--- src/rtl/hazard_pkg.sv ---
// hazard_pkg: shared state encoding and constants for the pipeline hazard unit
package hazard_pkg;
  typedef enum logic {RUN, MD_BUSY} state_t;
  localparam logic [4:0] REG_ZERO = 5'd0;
  localparam int MD_LATENCY_DEF = 32;
endpackage

--- src/rtl/muldiv_timer.sv ---
// muldiv_timer: loadable down-counter tracking remaining mul/div occupancy
module muldiv_timer #(
  parameter int W = 8
) (
  input  logic         clk,
  input  logic         rst,
  input  logic         i_load,
  input  logic [W-1:0] i_load_val,
  input  logic         i_dec,
  output logic         o_zero
);
  logic [W-1:0] r_cnt;
  always_ff @(posedge clk) begin
    if (rst) r_cnt <= '0;
    else if (i_load) r_cnt <= i_load_val;
    else if (i_dec && r_cnt != '0) r_cnt <= r_cnt - 1'b1;
  end
  assign o_zero = r_cnt == '0;
endmodule

--- src/rtl/hazard_unit.sv ---
// hazard_unit: load-use, branch-flush and mul/div occupancy stall control
module hazard_unit
  import hazard_pkg::*;
#(
  parameter int MD_LATENCY = MD_LATENCY_DEF
) (
  input  logic        clk,
  input  logic        rst,
  input  logic [4:0]  id_rs,
  input  logic [4:0]  id_rt,
  input  logic        id_use_rt,
  input  logic        id_muldiv,
  input  logic        id_mfhilo,
  input  logic        ex_memread,
  input  logic [4:0]  ex_wn,
  input  logic        ex_branch_taken,
  output logic        pc_write,
  output logic        if_id_write,
  output logic        id_ex_bubble,
  output logic        if_id_flush,
  output logic        muldiv_start,
  output logic        muldiv_busy,
  output logic [15:0] stall_cycles
);
  state_t      r_state;
  logic [15:0] r_stall_cycles;
  logic        w_load_use, w_busy, w_stall, w_md_zero;
  assign w_load_use = ex_memread && ex_wn != REG_ZERO &&
                      (ex_wn == id_rs || (id_use_rt && ex_wn == id_rt));
  assign w_busy = r_state == MD_BUSY;
  // a taken branch flushes the wrong-path instruction, so no stall can apply
  assign w_stall = !rst && !ex_branch_taken &&
                   (w_load_use || (w_busy && (id_mfhilo || id_muldiv)));
  assign pc_write     = !w_stall;
  assign if_id_write  = !w_stall;
  assign id_ex_bubble = !rst && (ex_branch_taken || w_stall);
  assign if_id_flush  = !rst && ex_branch_taken;
  assign muldiv_start = !rst && !w_busy && id_muldiv && !w_load_use && !ex_branch_taken;
  assign muldiv_busy  = !rst && w_busy;
  assign stall_cycles = r_stall_cycles;
  muldiv_timer #(.W(8)) u_timer (
    .clk        (clk),
    .rst        (rst),
    .i_load     (muldiv_start),
    .i_load_val (8'(MD_LATENCY - 1)),
    .i_dec      (w_busy),
    .o_zero     (w_md_zero)
  );
  always_ff @(posedge clk) begin
    if (rst) begin
      r_state        <= RUN;
      r_stall_cycles <= '0;
    end else begin
      if (muldiv_start) r_state <= MD_BUSY;
      else if (w_busy && w_md_zero) r_state <= RUN;
      if (w_stall && r_stall_cycles != 16'hFFFF) r_stall_cycles <= r_stall_cycles + 1'b1;
    end
  end
endmodule

--- config.mk ---
export PLATFORM = sky130hd
export DESIGN_NAME = hazard_unit
export DESIGN_NICKNAME = d
export VERILOG_FILES = /design/src/rtl/hazard_pkg.sv /design/src/rtl/muldiv_timer.sv /design/src/rtl/hazard_unit.sv
export SDC_FILE = /design/constraint.sdc
export NUM_CORES = 1
export LEC_CHECK = 0
export CAP_MARGIN = 20
export CORE_AREA = 2 2 64 66
export DETAILED_ROUTE_END_ITERATION = 10
export DIE_AREA = 0 0 66 68
export PLACE_DENSITY_LB_ADDON = 0.12
export SLEW_MARGIN = 20
export SYNTH_ARGS = -nofsm -noshare
export SYNTH_HDL_FRONTEND = slang
export SYNTH_SLANG_ARGS = --single-unit
--- constraint.sdc ---
create_clock -name clk -period 2.1 [get_ports clk]
set_input_delay 0.315 -clock clk [delete_from_list [all_inputs] [get_ports clk]]
set_output_delay 0.315 -clock clk [all_outputs]
set_load 0.03 [all_outputs]
==> results by group <==
Outcome
  • Status: complete, but fails checks
  • Failing checks: setup timing

Flow run
  • Max-cap violations: 0

Logic synthesis
  • Yosys top cell by area: dfxtp_1
  • Post-synthesis sequential area ratio: 34.6%
  • Asr flop ratio synth: 0%
  • Yosys Warn Count: 0
  • Syn Nets: 194
  • Post-synth EDFFs: 0
  • Synth Instances: 169
  • Synth Register Bits: 25
  • Cell Area, Synth: 1450 sq um
  • Synth area leaders: dfxtp_1 35%, a21oi_1 6.9%, xor2_1 6.1%, or4_1 5.7%, xnor2_1 4.2%
  • Top_reg_cell synth: dfxtp_1
  • Synth top area share: 34.6%
  • Syn Area/Cell: 8.55 sq um
  • Yosys cell types: 44

STA
  • Final Hold Viols: 0
  • Setup WS post-layout: -115 ps
  • Worst slew pin tran: 353 ps
  • Final min period: 2220 ps
  • Fin crit share: 105%
  • Post-Route Setup TNS: -612 ps
  • Final setup fails: 11
  • Slew HR: 76.1%
  • Skew final: 6.28 ps
  • RSZ-0062 raised after global routing: true
  • Slew Viols, Final: 0
  • Fmax: 451 MHz

Worst setup path
  • Register-to-register setup slack: 130 ps
  • Setup crit start kind: input port
  • Most used cell, CP: buf_6
  • Crit Path Category: input port to output port
  • CP delay by family, top: simple AND/OR/NAND/NOR gates
  • Critical-path cell list: buf_6 -> or4_4 -> o21ai_4 -> a21oi_4 -> or4b_4 -> nor2_4 -> buf_6
  • Slowest-stage cell, CP: or4_4
  • Critical path peak fanout: 2
  • Buf+Inv Stages, Crit Path: 2
  • Critical path capture point type: output port
  • R2r startpoint: r_state
  • Crit path depth: 7
  • R2R cell count: 6
  • CP max stage delay: 540 ps
  • Worst setup path startpoint: ex_wn[2]
  • Crit path DAT: 1900 ps
  • Required time worst endpoint: 1780 ps

Floorplan
  • Die Y: 68 um
  • Initial Util: 37.5%
  • Core area: 3860 sq um
  • I/O Pins: 44
  • Num rows: 23
  • Die width: 66 um
  • Die area: 4490 sq um

Clock tree
  • Worst skew pair latency: 260 ps
  • Root Driver: clkbuf_8
  • Clock tree buffer depth: 2
  • CTS buffer count: 3
  • CTS H-tree depth: 1
  • Clock Pin Slew Worst Setup and Hold Paths: 90 ps
  • CTS tree: built
  • Sink Count: 25

Route
  • Starting DRT DRC Count: 61
  • Residual DRC: 0
  • Wire per inst: 13.5 um
  • Via count: 1,455
  • DR pass1 iterations: 4
  • Total Wirelength: 3740 um
  • Post-DR vias/cell: 5.25
  • Detail Route Antenna Nets: 0

Power and ir drop
  • Tot Pwr: 0.00101 W
  • Leak pwr: 0.759 nW
  • VDD IR max: 0.000201 V
  • Cell area power density: 475 nW/um^2

Min path
  • HP Class: flop to flop
  • Hold Crit Start: stall_cycles[7]
  • Hold path depth: 2

Layout
  • Design area: 2130 sq um
  • Post-Layout Cell Count: 277
  • Layout cells sized above 1: 21.1%
  • Nets: 253
  • Sequential cell area: 500 sq um
  • Area growth syn-to-layout: 47.1%
  • Antenna Cells: 0
  • Most frequent cells in the layout: 25 x clkdlybuf4s50_1, 25 x dfxtp_1, 24 x buf_4
  • Fillers: 359
  • Multi-input logic area: 931 sq um

Global route
  • Total gr overflow: 0
  • Vias in the first global route: 1,412
  • Initial antenna violation count: 0
  • Global-route wire length before repair: 5980 um
  • Tot GR Track Use: 17.1%
  • Largest net degree at the start of global routing: 31

Place
  • Placed Instances: 272
  • Post-DP Area: 2030 sq um
  • Port Buffer Count: 43
  • Final HPWL DP: 2810 um
  • Pre-CTS WS: -578 ps
  • GPL Wtd Cong: 0.834
registers in the layout, summed over array words and instances, names as in the netlist:
register / count
r_state: 1
stall_cycles: 16
u_timer.r_cnt: 8
Yosys cell counts, drive strengths merged, types with 2 or more instances:
cell / number
nand2: 7
xor2: 10
dfxtp: 25
mux2: 2
o31ai: 8
or4: 11
clkbuf: 4
nor4b: 2
o311ai: 2
xnor2: 7
and4: 2
or3: 3
nor2: 6
and3: 4
nor2b: 4
nor4: 3
or3b: 2
o21ai: 8
nand3: 8
buf: 6
ha: 3
nor3: 6
inv: 4
a21oi: 20
logic make-up after synthesis:
group                    Yosys count  synth area share, %
adder cells (fa/ha/maj)            3                 2.60
multiplexers                       2                 1.56
buffers and inverters             14                 4.76
XOR/XNOR                          17                 10.3
AND/OR/NAND/NOR                   64                 27.8
flip-flops                        25                 34.6
AO/OA/AOI/OAI                     44                 18.4
worst min-delay path: stages, from the launching register on:
cell and delay (ps):
dfxtp_1 330, o31ai_1 60, a21oi_1 50
metrics by stage:
stage                     util, %  hold WS (ps)
after global placement       52.6           474
after detailed placement     52.6           481
after floorplan                 -           507
after CTS                    54.1           494
final                        55.1           490
after global routing         55.1           528
area by class of cell:
cell class | count | share of cell area [%]
flip-flops and latches | 25 | 23.5
inverters | 4 | 0.706
multi-input cells | 130 | 43.8
repair buffers | 64 | 26.9
well taps | 50 | 2.94
clock buffers | 4 | 2.12
per-layer routing:
metal	share of wire, %	vias to the layer above	wire length [um]	track usage, %
met2	53	27	2000	34.2
met4	0.27	0	10	2.30
met3	3.8	2	143	3.45
met1	43	678	1590	19.0
li1	-	748	-	-
met5	0	-	0	0
where the power goes:
group          total (W)  internal, W  switching, W
clock           0.000276     0.000135      0.000141
combinational   0.000226     0.000119      0.000107
sequential      0.000508     0.000492     0.0000162
worst paths after layout:
check / endpoint
worst max-delay path: muldiv_start
worst min-delay path: stall_cycles[7]
worst max register to register: stall_cycles[15]
worst min register to register: stall_cycles[7]
repair_timing:
item / in CTS / in global routing
endpoints found under the setup margin: 24 / 12
hold buffers: 0 / 0
gates resized for setup: 33 / 10
pin swaps: 14 / 9
buffers inserted: 2 / 1
Power figures use the tool's default switching activity.
